--- src/rtl/isa_pkg.sv ---
// Shared ISA definitions: field widths, opcode constants, the nop encoding
// and the fetch-stage state type.
package isa_pkg;

  localparam int OPCODE_W  = 5;
  localparam int OPERAND_W = 12;
  localparam int INSTR_W   = OPCODE_W + OPERAND_W;

  typedef logic [OPCODE_W-1:0] opcode_t;

  localparam opcode_t OP_LDAC  = 5'd0;
  localparam opcode_t OP_STAC  = 5'd1;
  localparam opcode_t OP_ADD   = 5'd2;
  localparam opcode_t OP_SUB   = 5'd3;
  localparam opcode_t OP_AND   = 5'd4;
  localparam opcode_t OP_OR    = 5'd5;
  localparam opcode_t OP_XOR   = 5'd6;
  localparam opcode_t OP_SHL   = 5'd7;
  localparam opcode_t OP_SHR   = 5'd8;
  localparam opcode_t OP_INC   = 5'd9;
  localparam opcode_t OP_DEC   = 5'd10;
  localparam opcode_t OP_MOV   = 5'd11;
  localparam opcode_t OP_JPNZ  = 5'd24;
  localparam opcode_t OP_JMPZ  = 5'd26;
  localparam opcode_t OP_NOP   = 5'd28;
  localparam opcode_t OP_ENDOP = 5'd31;

  localparam logic [INSTR_W-1:0] NOP_WORD = {OP_NOP, 12'd0};

  typedef enum logic [1:0] {
    IDLE = 2'd0,
    RUN  = 2'd1,
    HALT = 2'd2
  } fetch_state_t;

endpackage

--- src/rtl/pc_counter.sv ---
// Loadable program counter that wraps modulo 2^width and holds unless advanced.
module pc_counter #(
  parameter int width = 11
) (
  input  logic             clk,
  input  logic             rst,
  input  logic             advance,
  input  logic             load,
  input  logic [width-1:0] load_value,
  output logic [width-1:0] count,
  output logic [width-1:0] count_inc
);

  assign count_inc = count + width'(1);

  always_ff @(posedge clk) begin
    if (rst) begin
      count <= '0;
    end else if (advance) begin
      count <= load ? load_value : count_inc;
    end
  end

endmodule

--- src/rtl/instr_fetch.sv ---
// Fetch stage: drives the synchronous instruction memory and registers the
// returned word into the IR, with branch squash, stall hold and endop halt.
module instr_fetch
  import isa_pkg::*;
#(
  parameter int addr_width  = 11,
  parameter int instr_width = 17
) (
  input  logic                   clk,
  input  logic                   rst,
  input  logic                   start,
  input  logic                   stall,
  input  logic                   branch_taken,
  input  logic [OPERAND_W-1:0]   branch_target,
  output logic [addr_width-1:0]  mem_addr,
  input  logic [instr_width-1:0] mem_instr,
  output logic [instr_width-1:0] ir,
  output logic [addr_width-1:0]  ir_pc,
  output logic                   ir_valid,
  output logic                   halted
);

  fetch_state_t state, state_next;

  logic [addr_width-1:0] fetch_pc;
  logic [addr_width-1:0] fetch_pc_inc;
  logic [addr_width-1:0] target;
  logic                  mem_valid;
  logic                  go;
  logic                  step;
  logic                  do_branch;
  logic                  retire_end;
  logic                  ir_is_endop;

  // Operand bits above the memory address width are silently dropped.
  assign target      = addr_width'(branch_target);
  assign ir_is_endop = ir_valid && (ir[instr_width-1 -: OPCODE_W] == OP_ENDOP);

  always_comb begin
    state_next = state;
    go         = 1'b0;
    step       = 1'b0;
    do_branch  = 1'b0;
    retire_end = 1'b0;
    mem_addr   = fetch_pc;
    case (state)
      IDLE: begin
        if (start) begin
          go         = 1'b1;
          state_next = RUN;
          mem_addr   = '0;
        end
      end
      RUN: begin
        if (!stall) begin
          step = 1'b1;
          if (ir_is_endop) begin
            retire_end = 1'b1;
            state_next = HALT;
            mem_addr   = fetch_pc_inc;
          end else if (branch_taken) begin
            do_branch = 1'b1;
            mem_addr  = target;
          end else begin
            mem_addr = fetch_pc_inc;
          end
        end
      end
      default: begin
      end
    endcase
    if (rst) begin
      mem_addr = '0;
    end
  end

  // fetch_pc always follows mem_addr on an advancing edge, so it names the
  // word the memory returns next cycle.
  pc_counter #(
    .width(addr_width)
  ) u_pc (
    .clk       (clk),
    .rst       (rst),
    .advance   (go | step),
    .load      (go | do_branch),
    .load_value(go ? '0 : target),
    .count     (fetch_pc),
    .count_inc (fetch_pc_inc)
  );

  always_ff @(posedge clk) begin
    if (rst) begin
      state <= IDLE;
    end else begin
      state <= state_next;
    end
  end

  always_ff @(posedge clk) begin
    if (rst) begin
      mem_valid <= 1'b0;
      ir        <= instr_width'(NOP_WORD);
      ir_pc     <= '0;
      ir_valid  <= 1'b0;
      halted    <= 1'b0;
    end else if (go) begin
      mem_valid <= 1'b1;
    end else if (retire_end) begin
      mem_valid <= 1'b0;
      ir_valid  <= 1'b0;
      halted    <= 1'b1;
    end else if (do_branch) begin
      // The sequential word already in flight is replaced by a bubble.
      mem_valid <= 1'b1;
      ir        <= instr_width'(NOP_WORD);
      ir_pc     <= fetch_pc;
      ir_valid  <= 1'b0;
    end else if (step) begin
      mem_valid <= 1'b1;
      ir        <= mem_instr;
      ir_pc     <= fetch_pc;
      ir_valid  <= mem_valid;
    end
  end

endmodule

--- config.mk ---
export PLATFORM = sky130hd
export DESIGN_NAME = instr_fetch
export DESIGN_NICKNAME = d
export VERILOG_FILES = /design/src/rtl/isa_pkg.sv /design/src/rtl/pc_counter.sv /design/src/rtl/instr_fetch.sv
export SDC_FILE = /design/constraint.sdc
export NUM_CORES = 1
export LEC_CHECK = 0
export BUFFER_PORTS_ARGS = -buffer_cell sky130_fd_sc_hd__buf_2
export CAP_MARGIN = 10
export CORE_UTILIZATION = 36
export CTS_CLUSTER_SIZE = 12
export DETAILED_ROUTE_END_ITERATION = 10
export HOLD_SLACK_MARGIN = 0.02
export SYNTH_ARGS = -nofsm -noshare
export SYNTH_HDL_FRONTEND = slang
export SYNTH_SLANG_ARGS = --single-unit
export TNS_END_PERCENT = 30
--- constraint.sdc ---
create_clock -name clk -period 1.6 [get_ports clk]
set_input_delay 0.08 -clock clk [delete_from_list [all_inputs] [get_ports clk]]
set_output_delay 0.08 -clock clk [all_outputs]
set_load 0.02 [all_outputs]
---- Word-level counts from Yosys, hierarchy flattened ----
Cells that the tools add are included.
storage, ports and cells
  register bits after elaboration ......... 44
  input port bits ......................... 34
  output and inout bits ................... 41
cells by class
  add/sub/neg operators ................... 1
  equality and inequality tests ........... 5
  mux-type cells .......................... 34
  bitwise operators ....................... 4
  reduce and logical (&&, ||, !) cells .... 10
operators by type and width
  kind                                                              number
  11-bit two-way mux                                                9
  17-bit two-way mux                                                2
  11-bit one-hot mux with 2 select lines                            1
  1-bit two-way mux                                                 18
  11-bit by 1-bit adder with 11-bit output (second input constant)  1
  2-bit two-way mux                                                 3
  2-bit != test (second input constant)                             3
  5-bit == test (second input constant)                             1
  2-bit one-hot mux with 2 select lines                             1
  2-bit AND reduction                                               2
  4-bit AND reduction                                               1
  2-bit nonzero test                                                2
  4-bit nonzero test                                                1
  3-bit AND reduction                                               1
  3-bit nonzero test                                                1
  2-bit by 1-bit == test with 1-bit output (second input constant)  1
  2-bit logical NOT                                                 1
  1-bit inverter                                                    2
  1-bit OR                                                          2
  1-bit logical AND                                                 1

---- Depth between registers and ports, before layout ----
  word-level depth ........................ 8
  gate-level depth with buffers ........... 6

---- By module ----
From an unflattened synthesis, not the netlist that was laid out.
second synthesis, totals
  cell total of the unflattened synthesis .. 288
  area, all modules ....................... 2347.3 um^2
by module, submodules not included
  module       instances  cells an instance  area each (um^2)  seq. area each (um^2)
  instr_fetch  1          191                1605.3            660.6
  pc_counter   1          97                 742.0             220.2

---- Least setup slack after synthesis ----
OpenSTA, ideal clock, no wires.
  path kind ............................... reg2out
  from .................................... register ir_valid
  to ...................................... output port mem_addr[2]
  arrival time ............................ 1.848 ns
  required time ........................... 1.520 ns
  path slack .............................. -0.328 ns
  cell stages (with the launch flop) ...... 6
  buffers on the path ..................... 1
  cell sequence ........................... dfxtp_1 > nand4_1 > o21ai_0 > buf_2 > nand3_1 > a221oi_1
between the ends
  word-level cells in the longest chain between the ends .. 5
ends and longest elaborated chain
  element                                 line                source
  from (decl)                             instr_fetch.sv:19   output logic ir_valid,
  from (signal assigned)                  instr_fetch.sv:122  ir_valid <= mem_valid;
  1-bit logical AND                       instr_fetch.sv:37   assign ir_is_endop = ir_valid && (ir[instr_width-1 -: OPCODE_W] == OP_ENDOP);
  11-bit two-way mux                      instr_fetch.sv:57   if (ir_is_endop) begin
  11-bit two-way mux                      instr_fetch.sv:55   if (!stall) begin
  11-bit one-hot mux with 2 select lines  instr_fetch.sv:46   case (state)
  11-bit two-way mux                      instr_fetch.sv:72   if (rst) begin
  to (decl)                               instr_fetch.sv:15   output logic [addr_width-1:0] mem_addr,
No other way between the ends.

---- Worst setup path in the final report ----
  from .................................... register ir[13]
  to ...................................... output port mem_addr[10]
between the ends
  word-level cells in the longest chain between the ends .. 6
ends and longest elaborated chain
  element                                 line                source
  from (decl)                             instr_fetch.sv:17   output logic [instr_width-1:0] ir,
  from (signal assigned)                  instr_fetch.sv:102  ir <= instr_width'(NOP_WORD);
  from (signal assigned)                  instr_fetch.sv:115  ir <= instr_width'(NOP_WORD);
  from (signal assigned)                  instr_fetch.sv:120  ir <= mem_instr;
  5-bit == test                           instr_fetch.sv:37
  1-bit logical AND                       instr_fetch.sv:37
  11-bit two-way mux                      instr_fetch.sv:57
  11-bit two-way mux                      instr_fetch.sv:55
  11-bit one-hot mux with 2 select lines  instr_fetch.sv:46
  11-bit two-way mux                      instr_fetch.sv:72
No other way between the ends.

==> reports/results.txt <==
Crit path DAT: 1.82 ns
DRC viols: 0
Multi-input logic area: 1170 µm²
Startpoint class of the critical path: flop
Syn avg cell area: 8.08 µm²
Setup CP Type: reg2out
Syn Nets: 279
WL per Instance: 14.4 µm
DR iter-0 viols: 113
Syn Inst Count: 244
Critical path required time: 1.52 ns
Pwr dens: 740 nW/µm²
Port Buffers: 73
Root buffer cell: clkbuf_8
Crit share post-route: 119%
Mapped Area: 1970 µm²
Area grow syn2layout: 51.7%
Starting Density: 37.9%
Row cnt: 26
DIE AREA: 5770 µm²
Detail Route met3 WL: 411 µm
Routed vias/inst: 5.18
Clock transition at path regs: 0.08 ns
Detail Placement HPWL: 4080 µm
Synth Warn #: 0
Max_slew headroom: 75.3%
Worst skew pair latency: 0.30 ns
Hold buffer count at CTS: 0
CTS Buffer Depth: 2
Final Setup Violations: 12
RSZ-0062 raised after global routing: yes
Final ANT Viol Nets: 0
ANT cells: 0
Max FO, Critical Path: 4
Fmax achieved: 527 MHz
CTS tree: done
Fin nets: 381
Post-synth EDFFs: 0
Height of the die: 76.0 µm
First-pass GRT wire length: 9490 µm
Initial antenna violation count: 0
Crit path time final: 1.90 ns
Peak supply drop: 0.000448 V
Fill count: 504
RePlAce Congestion: 0.899
H-tree levels: 2
Post-synth top cells: a21oi_1 (44), dfxtp_1 (44), nand2_1 (43)
Slew @ Worst Pin: 0.370 ns
DRT Pass-1 Iters: 4
Num Clock Sinks: 44
Grt ovf: 0
Met1 WL: 2700 µm
Async SR Flop Fraction: 0%
Highest Signal Layer: met4
Post-synth cell types: 34
Power consumption: 2210 µW
Static Leakage: 0.00124 µW
Main synth FF type: dfxtp_1
Pins Over Slew Limit: 0
Core Box Area: 5200 µm²
Synth top area share: 44.7%
Outcome: finished, violations left
Vias in the first global route: 1995
DR vias: 2158
Hold Vio Cnt, Final: 0
Num ports: 75
Flops & latches, synth: 44
WL final: 6010 µm
Final WS setup: -0.299 ns
CTS Buf Count: 5
Reg area: 891 µm²
Number of max-cap violations: 0
Fin Clk Skew: 0.00376 ns
GR Util All Layers: 20.5%
Violated checks: setup timing
CP Capture Type: primary output
Met2 wire length: 2820 µm
Area leader, netlist: dfxtp_1
Largest net degree at the start of global routing: 19
Die W: 76.0 µm
Worst slack at placement: -0.120 ns
Seq/Total Area, Yosys: 44.7%
Fraction of layout cells with a size suffix above 1: 45.2%
Synth top area cells: dfxtp_1 (45%), a21oi_1 (11%), nand2_1 (8.2%)
Worst Hold Class: in2reg
## stage by stage
stage	cell area (µm²)	util (%)	hold WS [ns]	setup TNS, ns	cells
2_1_floorplan	2020	-	0.235	-0.208	244
3_3_place_gp	2630	50.5	0.330	-0.432	400
3_5_place_dp	2630	50.5	0.338	-0.519	400
4_1_cts	2920	56.1	0.0234	-4.34	419
5_1_grt	2990	57.5	0.0300	-4.44	417
6_report	2990	57.5	0.0182	-3.08	417
## state kept, by name, indices dropped and copies added, names as in the netlist
register    flops
ir_valid        1
state           2
halted          1
mem_valid       1
ir             17
u_pc.count     11
ir_pc          11
## cell families after synthesis
kind of cell / share of synthesized area (%)
xor+xnor: 1.33
buf+inv: 5.27
fa+ha+maj: 0.635
flops: 44.7
simple gates: 22.5
compound gates: 25.5
## worst max-delay path: stages (launching register included)
cell	delay, ns
dfxtp_2	0.34
nand4_1	0.17
buf_4	0.20
o21ai_4	0.15
buf_6	0.13
nand3b_1	0.17
o22ai_2	0.21
buf_6	0.14
## per-layer routing
| layer | vias up | track usage (%) |
|---|---|---|
| met2 | 77 | 33.8 |
| met4 | 0 | 5.58 |
| li1 | 1093 | - |
| met1 | 978 | 26.5 |
| met3 | 10 | 5.39 |
| met5 | - | 0 |
## path summary, 6_finish.rpt
path,startpoint,to,slack [ns],cells after the start
worst min register to register,ir[11]$_SDFFE_PP0P_,ir[11]$_SDFFE_PP0P_,0.45,2
worst min-delay path,mem_instr[16],ir[16]$_SDFFE_PP1P_,0.02,3
worst max-delay path,ir[13]$_SDFFE_PP0P_,mem_addr[10],-0.30,7
worst max register to register,ir[13]$_SDFFE_PP0P_,u_pc.count[10]$_SDFFE_PP0P_,-0.23,9
## layout by cell type, fill, tap and decap left out, types with 2 or more instances in the layout
cell type   n
o21ai_1     3
nand2_1    42
o22ai_1     2
xnor2_1     3
nand4_1     4
buf_6       7
nor3_1      6
o211ai_1    2
a32oi_4     2
o211a_1     3
nand3_1    20
a21oi_1    41
a32oi_2     6
buf_2      65
inv_1       3
a21oi_2     3
nand3b_1    2
nor2_1      8
buf_4      41
a32oi_1     3
dfxtp_2     8
clkbuf_8    6
o22ai_2     2
dfxtp_1    36
o21bai_1    3
nor4_2      3
## report_power, final
part           internal [µW]  total [µW]  switching (µW)
registers               1120        1140            18.3
logic                    139         328             189
clock network            352         750             398
total                   1610        2210             606
## layout make-up
type                    count  area share, %
well taps                  70           2.93
clock buffers               7           2.89
inverters                   3          0.377
repair buffers            114           24.5
multi-input cells         178           39.3
flip-flops and latches     44           29.8
clock inverters             1          0.251
## repair_timing
action                                  4_1_cts  5_1_grt
buffers inserted                             11        2
resized for setup                            25       22
endpoints found under the hold margin         0        0
pin swaps                                     9        9
endpoints found under the setup margin       13       34
Note: power is estimated with default switching activity, not from simulation.
